$ cat config.mk
export PLATFORM = sky130hd
export DESIGN_NAME = dff_edge_qual
export DESIGN_NICKNAME = d
export VERILOG_FILES = /design/src/rtl/dff_edge_qual.sv
export SDC_FILE = /design/constraint.sdc
export NUM_CORES = 1
export LEC_CHECK = 0
export CAP_MARGIN = 20
export CORE_MARGIN = 2
export CORE_UTILIZATION = 45
export DETAILED_ROUTE_END_ITERATION = 8
export PLACE_DENSITY = 0.67
export SYNTH_ARGS = -nofsm -noshare
export SYNTH_HDL_FRONTEND = slang
export SYNTH_SLANG_ARGS = --single-unit
$ cat constraint.sdc
create_clock -name clk -period 1.85 [get_ports clk]
set_input_delay 0.555 -clock clk [delete_from_list [all_inputs] [get_ports clk]]
set_output_delay 0.555 -clock clk [all_outputs]
set_load 0.03 [all_outputs]
$ cat src/rtl/dff_edge_qual.sv
// Multi-channel edge qualifier: optional input synchroniser, then a per-channel debounce FSM.
// Emits registered rise, fall, any-edge and glitch pulses, a sticky glitch flag and the debounced level.
module dff_edge_qual #(
  parameter int N          = 4,
  parameter int STABLE_CNT = 3,
  parameter int SYNC       = 2
) (
  input  logic         clk,
  input  logic         rst,
  input  logic [N-1:0] din,
  input  logic [N-1:0] clr,
  output logic [N-1:0] q,
  output logic [N-1:0] r,
  output logic [N-1:0] f,
  output logic [N-1:0] x,
  output logic [N-1:0] g,
  output logic [N-1:0] gs
);

  localparam int CW = $clog2(STABLE_CNT + 1);
  localparam logic [CW-1:0] CNT_LAST = CW'(STABLE_CNT - 1);
  localparam logic [CW-1:0] CNT_MAX  = CW'(STABLE_CNT);

  typedef enum logic [1:0] {S_LOW, S_RPEND, S_HIGH, S_FPEND} state_t;

  logic [N-1:0] s;

  generate
    if (SYNC == 0) begin : g_nosync
      assign s = din;
    end else begin : g_sync
      logic [N-1:0] chain [SYNC];
      always_ff @(posedge clk or posedge rst) begin
        if (rst) begin
          for (int j = 0; j < SYNC; j++) chain[j] <= '0;
        end else begin
          chain[0] <= din;
          for (int j = 1; j < SYNC; j++) chain[j] <= chain[j-1];
        end
      end
      assign s = chain[SYNC-1];
    end
  endgenerate

  state_t        st_q  [N];
  state_t        st_n  [N];
  logic [CW-1:0] cnt_q [N];
  logic [CW-1:0] cnt_n [N];
  logic [N-1:0]  q_n, r_n, f_n, x_n, g_n, gs_n;

  always_comb begin
    st_n  = st_q;
    cnt_n = cnt_q;
    q_n   = q;
    r_n   = '0;
    f_n   = '0;
    g_n   = '0;
    for (int i = 0; i < N; i++) begin
      case (st_q[i])
        S_LOW: begin
          if (s[i]) begin
            if (STABLE_CNT == 1) begin
              st_n[i] = S_HIGH;
              q_n[i]  = 1'b1;
              r_n[i]  = 1'b1;
            end else begin
              st_n[i]  = S_RPEND;
              cnt_n[i] = CW'(1);
            end
          end
        end
        S_RPEND: begin
          if (!s[i]) begin
            st_n[i]  = S_LOW;
            cnt_n[i] = '0;
            g_n[i]   = 1'b1;
          end else if (cnt_q[i] == CNT_LAST) begin
            st_n[i]  = S_HIGH;
            cnt_n[i] = '0;
            q_n[i]   = 1'b1;
            r_n[i]   = 1'b1;
          end else if (cnt_q[i] != CNT_MAX) begin
            cnt_n[i] = cnt_q[i] + CW'(1);
          end
        end
        S_HIGH: begin
          if (!s[i]) begin
            if (STABLE_CNT == 1) begin
              st_n[i] = S_LOW;
              q_n[i]  = 1'b0;
              f_n[i]  = 1'b1;
            end else begin
              st_n[i]  = S_FPEND;
              cnt_n[i] = CW'(1);
            end
          end
        end
        S_FPEND: begin
          if (s[i]) begin
            st_n[i]  = S_HIGH;
            cnt_n[i] = '0;
            g_n[i]   = 1'b1;
          end else if (cnt_q[i] == CNT_LAST) begin
            st_n[i]  = S_LOW;
            cnt_n[i] = '0;
            q_n[i]   = 1'b0;
            f_n[i]   = 1'b1;
          end else if (cnt_q[i] != CNT_MAX) begin
            cnt_n[i] = cnt_q[i] + CW'(1);
          end
        end
        default: begin
          st_n[i]  = S_LOW;
          cnt_n[i] = '0;
        end
      endcase
    end
    x_n  = r_n | f_n;
    // A glitch being raised or currently visible on g overrides a clear.
    gs_n = g_n | g | (gs & ~clr);
  end

  always_ff @(posedge clk or posedge rst) begin
    if (rst) begin
      for (int i = 0; i < N; i++) begin
        st_q[i]  <= S_LOW;
        cnt_q[i] <= '0;
      end
      q  <= '0;
      r  <= '0;
      f  <= '0;
      x  <= '0;
      g  <= '0;
      gs <= '0;
    end else begin
      st_q  <= st_n;
      cnt_q <= cnt_n;
      q     <= q_n;
      r     <= r_n;
      f     <= f_n;
      x     <= x_n;
      g     <= g_n;
      gs    <= gs_n;
    end
  end

endmodule

==> results of run 1 <==
[power by group through the flow]
stage	sequential, mW	combinational, mW	clock [mW]
3_3_place_gp	1.59	1.22	0
4_1_cts	1.60	1.19	0.646
6_report	1.59	1.17	0.621
5_1_grt	1.65	1.32	0.694
2_1_floorplan	1.83	0.613	0
3_5_place_dp	1.62	1.27	0
[through the flow]
stage / power, mW / hold WS (ns) / utilization (%) / area (µm²) / setup WS, ns
finish: 3.39 / 0.352 / 60.8 / 2270 / 0.222
global placement: 2.81 / 0.334 / 58.9 / 2200 / 0.281
global route: 3.66 / 0.371 / 60.8 / 2270 / 0.172
detailed placement: 2.89 / 0.337 / 58.9 / 2200 / 0.274
CTS: 3.43 / 0.356 / 60.6 / 2270 / 0.0000946
floorplan: 2.44 / 0.331 / - / 1790 / 0.151
[timing repair]
item / CTS / global route
setup buffers: 0 / 0
setup endpoints to repair: 21 / 3
gates resized for setup: 21 / 3
[layer usage]
layer  GRT usage (%)  share of wire (%)  up-vias
li1                -                  -      549
met1            18.2                 43      560
met2            25.9                 49       26
met3            5.57                5.7        5
met4            8.67                2.1        0
met5               0                  0        -
[flip-flops by register name, indices dropped and copies added, names as in the netlist, named ones only]
name	count
g_sync.chain	4
st_q	4
g	4
cnt_q	8
gs	4
s	4
q	4
r	4
f	4
x	4
[logic make-up after synthesis]
logic type / Yosys count / share of synthesized area (%)
flip-flops: 48 / 67.0
AND/OR/NAND/NOR: 33 / 10.5
AO/OA/AOI/OAI: 30 / 10.2
buffers and inverters: 13 / 2.72
adder cells (fa/ha/maj): 7 / 4.88
XOR/XNOR: 4 / 2.79
multiplexers: 3 / 1.88
[area by class of cell]
class / count / area [µm²] / area share (%)
well taps: 48 / 60.1 / 2.64
repair buffers: 34 / 332 / 14.6
flip-flops and latches: 48 / 1200 / 52.8
clock buffers: 8 / 90.1 / 3.96
multi-input cells: 77 / 543 / 23.9
inverters: 13 / 48.8 / 2.15
[how the worst max path moves through the flow]
stage          slack, ns  startpoint  cells after the start        end
3_5_place_dp        0.27        q[1]                      1       q[1]
2_1_floorplan       0.15         rst                      1  async pin
6_report            0.22        q[0]                      1       q[0]
4_1_cts          0.00009        r[3]                      1       r[3]
3_3_place_gp        0.28        q[0]                      1       q[0]
5_1_grt             0.17        q[0]                      1       q[0]
[cells in the final DEF (no fill, tap or decap), types with 3 or more instances in the layout]
cell type	synthesis	final
o21ai_1	3	3
and2_4	4	4
nand2_1	10	10
o22ai_1	3	3
dlygate4sd2_1	0	21
clkdlybuf4s50_1	0	9
dlymetal6s2s_1	0	3
a31oi_1	3	3
o21ai_0	4	4
clkbuf_8	0	6
dfrtp_1	48	48
nor3b_1	6	6
a21oi_1	9	9
a211o_1	4	4
ha_1	7	7
nor2_1	6	6
inv_1	13	12
==> Implementation_results.wiki, run 1 <==
{| class="wikitable"
! Metric !! Value
|-
| Die X-Extent || about 67 µm
|-
| Relative slew slack || between 60% and 70%
|-
| Peak ir drop on the vdd network || around 0.65 mV
|-
| Fraction of final layout cells with drive strength greater than 1 || about 8.3%
|-
| RSZ-0062 raised after global routing || false
|-
| Maximum clock insertion buffer count || 2
|-
| Worst Clk Skew || about 0.0026 ns
|-
| Max-cap violation count || 0
|-
| Setup violation total in the final timing report || 0
|-
| Minimum clock period after layout || 1.63 ns
|-
| Synth area leader || dfrtp_1
|-
| Effective utilization at floorplan || ~48%
|-
| Area delta synth->final || 26.9%
|-
| Portion of the clock cycle consumed by the worst path in the final layout || 88.0%
|-
| Fin. max-slew vios || 0
|-
| Comb power frac || about 35%
|-
| Number of clock buffers inserted by TritonCTS || 5
|-
| Fill cell count || ~310
|-
| Number of DRC violations after detailed routing || 0
|-
| Commonest register cell after synthesis || dfrtp_1
|-
| Vias after detailed routing || ~1100
|-
| Count of flip-flops with a built-in enable after synthesis || 0
|-
| Crit-path cells || dlygate4sd2_1
|-
| Maximum achievable frequency || 0.614 GHz
|-
| Number of hold violations in the final report || 0
|-
| Clock network latency to the later pin of the worst-skew pair || approximately 0.29 ns
|-
| Global route total overflow || 0
|-
| Routability congestion estimate from global placement || around 0.73
|-
| Net Count, Synth || roughly 160
|-
| #FFs+latches synth || 48
|-
| CTS tree || built
|-
| Reg-to-reg setup timing slack || ~0.56 ns
|-
| Worst hold path depth || 0
|-
| Clock network fraction of design power || 18.3%
|-
| Crit path largest cell delay || 0.41 ns
|-
| Wire length of the first global-routing pass || about 5200 µm
|-
| Commonest cells post-synth || dfrtp_1, inv_1, nand2_1, a21oi_1, ha_1
|-
| Switching pwr || 1.23 mW
|-
| Hold WC Path Type || reg2reg
|-
| Iteration-0 DRC Markers || 51
|-
| Crit-path leading delay family || buffers and inverters
|-
| Leakage power || 1.18 nW
|-
| Sequential share of the synthesized area || 67.0%
|-
| First-pass iteration count of the detailed router || 5
|-
| Type of origin of the critical path || flop
|-
| Number of cells produced by synthesis || 138
|-
| Die Y-Extent || 67.1 µm
|-
| # diodes || 0
|-
| Number of primary I/O pins || 34
|-
| Clock-pin slew on the worst setup and hold paths || around 0.080 ns
|-
| Int Power || 2.16 mW
|-
| Maximum number of pins on one net before global-route repair || 37
|-
| Data required time of the critical path || about 1.3 ns
|-
| Count of clock tree sinks || 48
|-
| Switching share of total power || a little over a third
|-
| Number of global-route vias before repair || around 1200
|-
| Actual slew at the worst max-slew pin || ~0.45 ns
|-
| Placed wire-length estimate || around 2000 µm
|-
| Number of input and output port buffers inserted || 33
|-
| Crit path buf inv count || 1
|-
| Share of Yosys cell area claimed by the top area cell type || ~67%
|-
| Placement row count || 22
|-
| CP Max Fanout || 3
|-
| Cells taking the most area after synthesis || dfrtp_1, ha_1, inv_1
|-
| Number of cells traversed by the worst register-to-register path || 3
|-
| Arrival time worst endpoint || around 1.1 ns
|-
| Flop pwr share || 47.0%
|-
| Unique cell type count in the Yosys netlist || 25
|-
| Number of hold buffers added after CTS || 0
|-
| Critical register-to-register path endpoint || cnt_q[2]
|-
| Cell at the root of the clock tree || clkbuf_8
|-
| Global routing usage summed across all routing layers || between 15 and 20%
|-
| Worst setup path category || reg2out
|-
| Core area || between 3000 and 4000 µm²
|-
| Kind of end point of the critical path || output pin
|-
| Instance count after placement with tap cells included || between 200 and 250
|-
| CTS H-tree depth || 2
|-
| Share of flip-flops with an asynchronous set or reset || 100%
|-
| Power density over the cells || 1490 nW/µm²
|-
| Final Non-Filler Cells || approximately 230
|-
| Drt via density || 5.00
|-
| Post-layout nets || between 150 and 200
|-
| Yosys warns || 0
|-
| Average instance area after synthesis || 13.0 µm²
|-
| Avg WL per Cell || 12.4 µm
|-
| DIE AREA || ~4500 µm²
|-
| Initial antenna violation count || 0
|-
| Setup tns final || 0 ns
|-
| Most frequent cell after synthesis || dfrtp_1
|-
| Post-synthesis instance area || approximately 1800 µm²
|-
| Worst hold path startpoint || g_sync.chain[5]
|-
| Outcome || complete, no violations
|-
| End point of the most critical hold path || s[1]
|-
| Final Routed Wirelength || approximately 2800 µm
|-
| Post-detailed-route count of antenna-violating nets || 0
|-
| Critical path's slowest cell || dlygate4sd2_1
|}
No activity file was read; power rests on OpenSTA's default activity.
==> inputs of run 2 (changes only) <==
--- a/config.mk
+++ b/config.mk
@@ -5,7 +5,7 @@
 export SDC_FILE = /design/constraint.sdc
 export NUM_CORES = 1
 export LEC_CHECK = 0
-export CAP_MARGIN = 20
+export CAP_MARGIN = 15
 export CORE_MARGIN = 2
 export CORE_UTILIZATION = 45
 export DETAILED_ROUTE_END_ITERATION = 8
==> results of run 2 <==
Final layout, timing and power as in run 1 (identical DEF).
